`src/rtl/main_control_fsm.sv`:
```
// Multicycle main control unit: sequences fetch/decode/execute/memory/writeback
// for the 8-bit processor and drives every datapath strobe.
module main_control_fsm #(
  parameter int OPW = 4,
  parameter int FNW = 4
) (
  input  logic        clk,
  input  logic        rst,
  input  logic [15:0] instr,
  input  logic        mem_ready,
  input  logic        zero,
  output logic        ir_write,
  output logic        pc_write,
  output logic [1:0]  pc_src,
  output logic        mem_read,
  output logic        mem_write,
  output logic        addr_sel,
  output logic        alu_src_b,
  output logic [1:0]  Op,
  output logic [3:0]  func,
  output logic        reg_write,
  output logic        wb_sel,
  output logic        halted,
  output logic        illegal,
  output logic [2:0]  state
);

  typedef enum logic [2:0] {
    FETCH  = 3'd0,
    DECODE = 3'd1,
    EXEC   = 3'd2,
    MEM    = 3'd3,
    WB     = 3'd4,
    HALT   = 3'd5
  } state_t;

  localparam logic [OPW-1:0] OP_R    = OPW'(0);
  localparam logic [OPW-1:0] OP_LD   = OPW'(1);
  localparam logic [OPW-1:0] OP_ST   = OPW'(2);
  localparam logic [OPW-1:0] OP_BEQ  = OPW'(3);
  localparam logic [OPW-1:0] OP_JMP  = OPW'(4);
  localparam logic [OPW-1:0] OP_HALT = '1;

  state_t         cur, nxt;
  logic [OPW-1:0] opc;
  logic [FNW-1:0] fn;
  logic           is_r, is_ld, is_st, is_beq, is_jmp, is_halt, is_ill;
  logic           unused_instr_bits;

  assign unused_instr_bits = ^instr[15-OPW:FNW];

  assign is_r    = (opc == OP_R);
  assign is_ld   = (opc == OP_LD);
  assign is_st   = (opc == OP_ST);
  assign is_beq  = (opc == OP_BEQ);
  assign is_jmp  = (opc == OP_JMP);
  assign is_halt = (opc == OP_HALT);
  assign is_ill  = !(is_r || is_ld || is_st || is_beq || is_jmp || is_halt);

  always_ff @(posedge clk) begin
    if (rst) begin
      cur <= FETCH;
      opc <= '0;
      fn  <= '0;
    end else begin
      cur <= nxt;
      if (cur == FETCH && mem_ready) begin
        opc <= instr[15 -: OPW];
        fn  <= instr[FNW-1:0];
      end
    end
  end

  always_comb begin
    nxt       = cur;
    ir_write  = 1'b0;
    pc_write  = 1'b0;
    pc_src    = 2'b00;
    mem_read  = 1'b0;
    mem_write = 1'b0;
    addr_sel  = 1'b0;
    alu_src_b = 1'b0;
    Op        = 2'b00;
    func      = 4'b0000;
    reg_write = 1'b0;
    wb_sel    = 1'b0;
    halted    = 1'b0;
    illegal   = 1'b0;
    state     = cur;
    case (cur)
      FETCH: begin
        mem_read = 1'b1;
        if (mem_ready) begin
          ir_write = 1'b1;
          pc_write = 1'b1;
          nxt      = DECODE;
        end
      end
      DECODE: begin
        if (is_jmp) begin
          pc_write = 1'b1;
          pc_src   = 2'b10;
          nxt      = FETCH;
        end else if (is_halt) begin
          nxt = HALT;
        end else if (is_ill) begin
          illegal = 1'b1;
          nxt     = FETCH;
        end else begin
          nxt = EXEC;
        end
      end
      EXEC: begin
        if (is_r) begin
          Op   = 2'b10;
          func = 4'(fn);
          nxt  = WB;
        end else if (is_ld || is_st) begin
          alu_src_b = 1'b1;
          nxt       = MEM;
        end else begin
          Op = 2'b01;
          if (zero) begin
            pc_write = 1'b1;
            pc_src   = 2'b01;
          end
          nxt = FETCH;
        end
      end
      MEM: begin
        alu_src_b = 1'b1;
        addr_sel  = 1'b1;
        mem_read  = is_ld;
        mem_write = is_st;
        if (mem_ready) nxt = is_ld ? WB : FETCH;
      end
      WB: begin
        reg_write = 1'b1;
        if (is_r) begin
          Op   = 2'b10;
          func = 4'(fn);
        end else begin
          wb_sel = 1'b1;
        end
        nxt = FETCH;
      end
      HALT: begin
        halted = 1'b1;
      end
      default: nxt = FETCH;
    endcase
    // Reset masks every output combinationally, so strobes are low in the reset cycle itself
    if (rst) begin
      ir_write  = 1'b0;
      pc_write  = 1'b0;
      pc_src    = 2'b00;
      mem_read  = 1'b0;
      mem_write = 1'b0;
      addr_sel  = 1'b0;
      alu_src_b = 1'b0;
      Op        = 2'b00;
      func      = 4'b0000;
      reg_write = 1'b0;
      wb_sel    = 1'b0;
      halted    = 1'b0;
      illegal   = 1'b0;
      state     = 3'd0;
    end
  end

endmodule

```
`config.mk`:
```
export PLATFORM = sky130hd
export DESIGN_NAME = main_control_fsm
export DESIGN_NICKNAME = d
export VERILOG_FILES = /design/src/rtl/main_control_fsm.sv
export SDC_FILE = /design/constraint.sdc
export NUM_CORES = 1
export LEC_CHECK = 0
export ABC_AREA = 1
export CAP_MARGIN = 20
export CORE_UTILIZATION = 35
export CTS_CLUSTER_DIAMETER = 80
export DETAILED_ROUTE_END_ITERATION = 10
export GPL_ROUTABILITY_DRIVEN = 1
export GPL_TIMING_DRIVEN = 1
export MAX_ROUTING_LAYER = met4
export PLACE_DENSITY = 0.74
export SLEW_MARGIN = 40
export SYNTH_ARGS = -nofsm -noshare
export SYNTH_HDL_FRONTEND = slang
export SYNTH_SLANG_ARGS = --single-unit
```
`constraint.sdc`:
```
create_clock -name clk -period 2.4 [get_ports clk]
set_input_delay 0.24 -clock clk [delete_from_list [all_inputs] [get_ports clk]]
set_output_delay 0.24 -clock clk [all_outputs]
set_load 0.02 [all_outputs]
```
Word level (Yosys, flattened, before mapping):

Index checks and enable logic that the tools add are counted.

* register bits: 11
* bits of input ports: 20

* bitwise logic cells: 1
* equality and inequality tests: 12
* reductions and logical operators: 11
* muxes and demuxes: 55

Operator list (count)
* 1-bit 2-to-1 mux: 32
* 3-bit 2-to-1 mux: 7
* 3-bit one-hot mux with 5 select lines: 1
* 2-bit 2-to-1 mux: 7
* 4-bit 2-to-1 mux: 3
* 4-bit by 2-bit equality test with 1-bit output, second input constant: 2
* 2-bit one-hot mux with 2 select lines: 2
* 3-bit by 2-bit equality test with 1-bit output, second input constant: 2
* 3-bit equality test, second input constant: 2
* 1-bit logical OR: 6
* 4-bit by 1-bit equality test with 1-bit output, second input constant: 1
* 4-bit by 3-bit equality test with 1-bit output, second input constant: 1
* 4-bit equality test, second input constant: 1
* 4-bit logical NOT: 1
* 2-bit inequality test, second input constant: 2
* 1-bit one-hot mux with 2 select lines: 2
* 3-bit by 1-bit equality test with 1-bit output, second input constant: 1
* 3-bit logical NOT: 1
* 1-bit one-hot mux with 3 select lines: 1
* 3-bit AND reduction: 1
* 2-bit OR reduction: 1
* 1-bit logical AND: 1
* 1-bit NOT: 1

Logic depth before layout (Yosys ltp):

Gate-level depths: netlist (run 1).

* word-level depth: 11
* mapped depth: 8
* gate-level depth less buffers: 8

Least setup slack after synthesis (run 1):

Ideal clock, no wire load.

* kind: flip-flop to output port
* from: register cur[1]
* to: output mem_write
* required time: 2.160 ns
* cell stages (with the launch flop): 5
* path buffers: 0
* data arrival time: 1.181 ns
* slack: 0.979 ns
* path through: dfxtp_1 -> nand2_1 -> nor2_1 -> inv_1 -> nor3_1

* longest elaborated chain between the ends: 3

RTL lines
* start, declared: line 44 `state_t cur, nxt;`
* start signal, assigned: line 66 `cur <= nxt;`
* 3-bit by 2-bit equality test with 1-bit output: line 90 `case (cur)`
* 1-bit 2-to-1 mux: line 90
* 1-bit 2-to-1 mux: line 153 `if (rst) begin`
* end, declared: line 16 `output logic mem_write,`

Every way passes these cells.

Worst setup path in the final report (run 1):

* from: register opc[2]
* to: output alu_src_b

* longest elaborated chain between the ends: 6
* elaborated cells between the ends (all ways): 8
* classes of those cells: eq/ne (2); mux (4); reduce/logical (2)

RTL lines
* start, declared: line 45 `logic [OPW-1:0] opc;`
* start signal, assigned: line 68 `opc <= instr[15 -: OPW];`
* 4-bit by 1-bit equality test with 1-bit output / 4-bit by 2-bit equality test with 1-bit output (equally long branches): line 53, 54
* 1-bit logical OR: line 118 `end else if (is_ld || is_st) begin`
* 1-bit 2-to-1 mux: line 118
* 1-bit 2-to-1 mux *: line 114 `if (is_r) begin`
* 1-bit one-hot mux with 2 select lines *: line 90
* 1-bit 2-to-1 mux *: line 153
* end, declared: line 18 `output logic alu_src_b,`

Every way passes the cells marked *; elsewhere a longest branch is shown, timed or not.

==> metrics.md, run 1 <==
| Metric | Value |
|---|---|
| Synth top area cells | dfxtp_1 (30%), nand2_1 (18%), nand3_1 (11%), nor2_1 (11%), inv_1 (10%) |
| Leading cell type in the layout, fill and taps excluded | nand2_1 |
| Crit Path Max Fanout | 5 |
| Clock latency on the worst-skew pair | 0.27 ns |
| Total global-route track usage | ~20% |
| Top cell type's share of synthesized area | between 20% and 30% |
| CTS Sinks | 11 |
| Clock-pin slew on the worst setup and hold paths | around 0.07 ns |
| Xor-xnor portion of the synthesized cell area | 0% |
| Cells after Synth | roughly 130 |
| CTS tree | built |
| DRT iter0 DRCs | 36 |
| Synth Area in Compound Gates | between 7 and 8% |
| Clock skew | roughly 0.011 ns |
| Die X | 48.1 um |
| Pwr/cell area | approximately 740 nW/um^2 |
| Total grt overflow | 0 |
| Fill cell count | 199 |
| Max Slew Vio Count | 0 |
| Setup violators final | 0 |
| Rel. slew slack | 79.4% |
| Hold Buf Count CTS | 0 |
| Largest family of logic cells by synthesized area | simple AND/OR/NAND/NOR gates |
| WHS | 0.465 ns |
| # port buffers | 32 |
| Metal2 WL | around 940 um |
| Antenna cells | 0 |
| F_max | between 0.4 and 0.5 GHz |
| Register area | approximately 220 um^2 |
| NumNets Final | around 190 |
| Detailed placement HPWL | 1600 um |
| Drt first pass iters | 4 |
| Net switching power | approximately 0.39 mW |
| Post-Synth Simple-Gate Area | roughly half |
| #FFs+latches synth | 11 |
| Vias/cell | between 4 and 5 |
| Largest area contributor in the netlist | dfxtp_1 |
| Syn Std Cell Area | 743 um^2 |
| Post-DRT Antenna Nets | 0 |
| TritonCTS buffer count | 3 |
| Max IR drop VDD | 0.353 mV |
| Setup TNS | 0 ns |
| Antenna violations before repair | 0 |
| Die area | 2310 um^2 |
| DRC errors left | 0 |
| WP data required | roughly 2.2 ns |
| Vias post-DR | 911 |
| Sw Share | between 40% and 50% |
| Min Tclk post-route | ~2.2 ns |
| Top Ports | between 40 and 50 |
| Drt wl/cell | about 10 um |
| Routed WL | ~2000 um |
| Synth-to-layout area growth | 56.2% |
| Worst EP arrival | around 2 ns |
| Largest net degree at the start of global routing | 11 |
| Post-Syn Nets | about 150 |
| RePlAce Congestion | 0.948 |
| Comb pwr share | a little over half |
| Reg power frac | a little under a third |
| Initial Util | a little under two fifths |
| M1 WL | around 940 um |
| Leading cell types in the layout, fill and taps excluded | nand2_1 (35), clkdlybuf4s50_1 (29), nor2_1 (22), inv_1 (20), nand3_1 (17) |
| Die Y | roughly 48 um |
| CTS max path bufs | 2 |
| Kind of critical path | reg2out |
| Max Cap Viol | 0 |
| Vias in the first global route | 776 |
| Buffer count from post-CTS setup fixing | 0 |
| Leakage power | 0.573 nW |
| Hold_sp | fn[1]$_SDFFE_PP0P_ |
| Tcrit/Tclk final | between 90% and 100% |
| RSZ-0062 raised after global routing | no |
| FF-to-FF Start | cur[0]$_SDFFE_PP0P_ |
| Hold path depth | 2 |
| Wire length on met3 | 102 um |
| Clock share of power | around 16% |
| Layout cell share with drive strength beyond 1 | 9.41% |
| Outcome | finished clean |
| Ys Warns | 0 |
| Critical Path Start Type | flop |
| Root buf cell | clkbuf_4 |
| Hold crit path type | reg2reg |
| Core footprint | about 2000 um^2 |
| Post-cts resize count | 0 |
| R2r worst-path depth | 7 |
| First-pass GRT wire length | 3140 um |
| Sequential share of the synthesized area | approximately 30% |
| Synth cell types | 15 |
| Core Rows | 16 |
| Final Hold Viols | 0 |
| Internal | around 0.47 mW |
| Top routing layer used | met4 |
| Post-Synth Adder-Cell Area | 0% |
| CP Launch Point | opc[2]$_SDFFE_PP0P_ |
| Footprint of the multi-input gates | about 430 um^2 |
| Crit. End Element | primary output |
| Synth Area per Inst | roughly 5.6 um^2 |
| Slew @ Worst Pin | between 0.3 and 0.4 ns |
| Mux cell area share after synthesis | 0% |
| H-tree levels | 1 |
==> kinds of logic (layout without fill, tap and decap cells) <==
logic type | count (synthesis) | count (layout)
buf+inv | 26 | 64
compound gates | 11 | 11
flops | 11 | 11
simple gates | 84 | 84
==> path summary, 6_finish.rpt <==
| path | to | slack (ns) |
|---|---|---|
| max reg2reg | cur[2]$_SDFFE_PP0P_ | 1.14 |
| min | fn[1]$_SDFFE_PP0P_ | 0.46 |
| min reg2reg | fn[1]$_SDFFE_PP0P_ | 0.46 |
| max | alu_src_b | 0.15 |
==> metrics by stage <==
step                      cell area [um^2]  worst slack [ns]  power (mW)  utilization (%)  cells
after floorplan                        743             0.979       0.555                -    132
after global placement                1120             0.339       0.718             56.6    193
after detailed placement              1120             0.344       0.725             56.6    193
after CTS                             1150             0.124       0.856             58.0    197
after global routing                  1160            0.0247       0.935             58.6    197
final                                 1160             0.151       0.861             58.6    197
==> flip-flops by register name, summed over array words and instances, names as in the netlist <==
name	flops
fn	4
opc	4
cur	3
==> critical path: stages (launching register included) <==
cell and delay, ns:
dfxtp_1 0.35, nor2_1 0.28, nand2_1 0.11, inv_1 0.08
nand3_1 0.13, a21oi_1 0.17, clkdlybuf4s50_1 0.63
==> metal layers <==
metal / up-vias / global-route usage [%]
met5: - / -
met4: 0 / 8.33
met3: 4 / 3.02
met2: 32 / 31.6
met1: 391 / 25.3
li1: 484 / -
==> cell type report <==
class / count / area share (%)
Sequential cell: 11 / 19.0
Inverter: 23 / 7.44
Clock buffer: 4 / 2.26
Multi-Input combinational cell: 95 / 37.0
Timing Repair Buffer: 37 / 31.5
Tap cell: 27 / 2.91
==> cell usage after synthesis <==
| library cell | n |
|---|---|
| nand2_4 | 1 |
| nor2_4 | 1 |
| nor3_1 | 5 |
| inv_2 | 3 |
| nand3_2 | 1 |
| nand2_1 | 35 |
| inv_1 | 20 |
| nor2_1 | 22 |
| nor2_2 | 2 |
| dfxtp_1 | 11 |
| o21ai_0 | 1 |
| a21oi_1 | 10 |
| buf_2 | 1 |
| nand3_1 | 17 |
| clkbuf_1 | 2 |
==> power groups by stage <==
stage | clock, mW | sequential (mW) | combinational (mW)
after floorplan | 0 | 0.257 | 0.298
after global placement | 0 | 0.265 | 0.453
after detailed placement | 0 | 0.266 | 0.459
after CTS | 0.133 | 0.262 | 0.461
after global routing | 0.142 | 0.272 | 0.522
final | 0.134 | 0.265 | 0.462
Power figures use the tool's default switching activity.
==> run 2, diff against run 1 <==
- CTS_CLUSTER_SIZE: unset -> 24
- PLACE_DENSITY: 0.74 -> 0.83
==> metrics.md, run 2 (synthesized netlist as in run 1, its figures left out) <==
| Metric | Value |
|---|---|
| Leading cell types in the layout, fill and taps excluded | nand2_1 (35), clkdlybuf4s50_1 (32), nor2_1 (22), inv_1 (20), nand3_1 (17) |
| Hold Buf Count CTS | 0 |
| R2r setup slk | about 1.1 ns |
| Die area | about 2300 um^2 |
| Pwr Total | 0.862 mW |
| WHS | about 0.46 ns |
| Max Cap Viol | 0 |
| Worst path cell trace | inv_2 -> nand2_1 -> nor2_2 -> inv_2 -> nand2_1 -> nand3_2 -> nor2_1 -> clkdlybuf4s50_1 |
| WHS Endpoint | fn[1]$_SDFFE_PP0P_ |
| CTS tree | built |
| RR Endpoint | opc[0]$_SDFFE_PP0P_ |
| Crit path depth | 8 |
| Detailed placement HPWL | ~1500 um |
| Routed WL | between 1500 and 2000 um |
| Outcome | finished clean |
| Hold path depth | 2 |
| # port buffers | 32 |
| Final WS setup | 0.135 ns |
| First-pass GRT wire length | between 3000 and 4000 um |
| Kind of critical path | reg2out |
| Fin cells | slightly below 200 |
| CTS max path bufs | 2 |
| Initial Util | 37.5% |
| Synth-to-layout area growth | 54.7% |
| Wire length on met3 | 81 um |
| Final instance area | between 1000 and 1500 um^2 |
| Leakage power | 0.518 nW |
| Min Tclk post-route | about 2.3 ns |
| Clock skew | between 0.003 and 0.004 ns |
| R2r worst-path depth | 6 |
| Clock-pin slew on the worst setup and hold paths | 0.08 ns |
| Pwr/cell area | 749 nW/um^2 |
| Layout cell share with drive strength beyond 1 | roughly a tenth |
| Setup violators final | 0 |
| DRT iter0 DRCs | 15 |
| Final Hold Viols | 0 |
| Buf+Inv Stages, Crit Path | 3 |
| Fill cell count | slightly below 200 |
| Metal2 WL | ~900 um |
| Largest net degree at the start of global routing | 20 |
| Top Ports | 41 |
| Leading cell type in the layout, fill and taps excluded | nand2_1 |
| RePlAce Congestion | roughly 0.9 |
| Clock latency on the worst-skew pair | approximately 0.26 ns |
| Buffer count from post-CTS setup fixing | 0 |
| Final Core Density | 58.0% |
| Max IR drop VDD | between 0.5 and 0.6 mV |
| Post-cts resize count | 0 |
| Hold crit path type | reg2reg |
| Setup TNS | 0 ns |
| Pre-CTS WS | around 0.32 ns |
| Slew @ Worst Pin | 0.410 ns |
| WP data required | 2.16 ns |
| Core footprint | roughly 2000 um^2 |
| Die Y | around 48 um |
| Antenna cells | 0 |
| Post-DRT Antenna Nets | 0 |
| TritonCTS buffer count | 3 |
| F_max | 0.441 GHz |
| Vias post-DR | just under 900 |
| Crit. End Element | primary output |
| Core Rows | 16 |
| Antenna violations before repair | 0 |
| Top routing layer used | met4 |
| Crit Path Max Fanout | 6 |
| Max Slew Vio Count | 0 |
| Vias/cell | roughly 4.5 |
| Hold_sp | fn[1]$_SDFFE_PP0P_ |
| Drt wl/cell | 9.88 um |
| Total grt overflow | 0 |
| Die X | 48.1 um |
| Drt first pass iters | 4 |
| Top flop regs | fn: 4 flops, opc: 4 flops, cur: 3 flops |
| Worst EP arrival | approximately 2 ns |
| Critical Path Start Type | flop |
| DRC errors left | 0 |
| FF-to-FF Start | cur[1]$_SDFFE_PP0P_ |
| Root buf cell | clkbuf_4 |
| NumNets Final | around 190 |
| Vias in the first global route | 740 |
| Post-DP Area | around 1100 um^2 |
| Rel. slew slack | just over 70% |
| CTS Sinks | 11 |
| Crit-path max cell delay | a little over 0.6 ns |
| CP delay by family, top | buffers and inverters |
| Number of cells after detailed placement | 190 |
| RSZ-0062 raised after global routing | yes |
| H-tree levels | 1 |
| M1 WL | roughly 940 um |
| Tcrit/Tclk final | a little over nine tenths |
| CP max-delay cell | clkdlybuf4s50_1 |
| Total global-route track usage | around a fifth |
## run 2: cell types whose count changed in the layout (fill, tap and decap cells not counted)
cell             delta
clkinv_2            +1
clkbuf_1            -1
dlymetal6s2s_1      -3
nor2_4              -1
nor2_2              +1
clkdlybuf4s50_1     +3
## run 2: worst max-delay path by stage
| stage | from | end |
|---|---|---|
| 3_5_place_dp | rst | Op[0] |
| 6_report | cur[2]$_SDFFE_PP0P_ | func[1] |
| 5_1_grt | cur[1]$_SDFFE_PP0P_ | pc_write |
| 4_1_cts | cur[1]$_SDFFE_PP0P_ | pc_write |
| 3_3_place_gp | rst | Op[0] |
| 2_1_floorplan | cur[1]$_SDFFE_PP0P_ | mem_write |
## run 2: layer usage
| layer | vias up | GRT usage, % |
|---|---|---|
| li1 | 483 | - |
| met1 | 381 | 23.0 |
| met2 | 24 | 32.7 |
| met3 | 2 | 2.64 |
| met4 | 0 | 8.33 |
| met5 | - | - |
## run 2: worst reg2reg max path: cells and delay by family, from the launching register on
kind,cells,cell delay (ns)
AO/OA/AOI/OAI,1,0.14
buffers and inverters,2,0.22
flip-flops,1,0.38
AND/OR/NAND/NOR,3,0.47
## run 2: power by group
part           total (mW)  leakage [nW]  internal [mW]  switching [mW]
combinational       0.474         0.410          0.204           0.270
clock               0.126        0.0177         0.0615          0.0647
sequential          0.261        0.0902          0.221          0.0403
total               0.862         0.518          0.487           0.375
## run 2: area by class of cell
cell class	count	area [um^2]	area share, %
Clock buffer	3	22.5	1.96
Timing Repair Buffer	37	358	31.1
Inverter	23	86.3	7.51
Multi-Input combinational cell	95	424	36.9
Tap cell	27	33.8	2.94
Clock inverter	1	5.00	0.435
Sequential cell	11	220	19.2
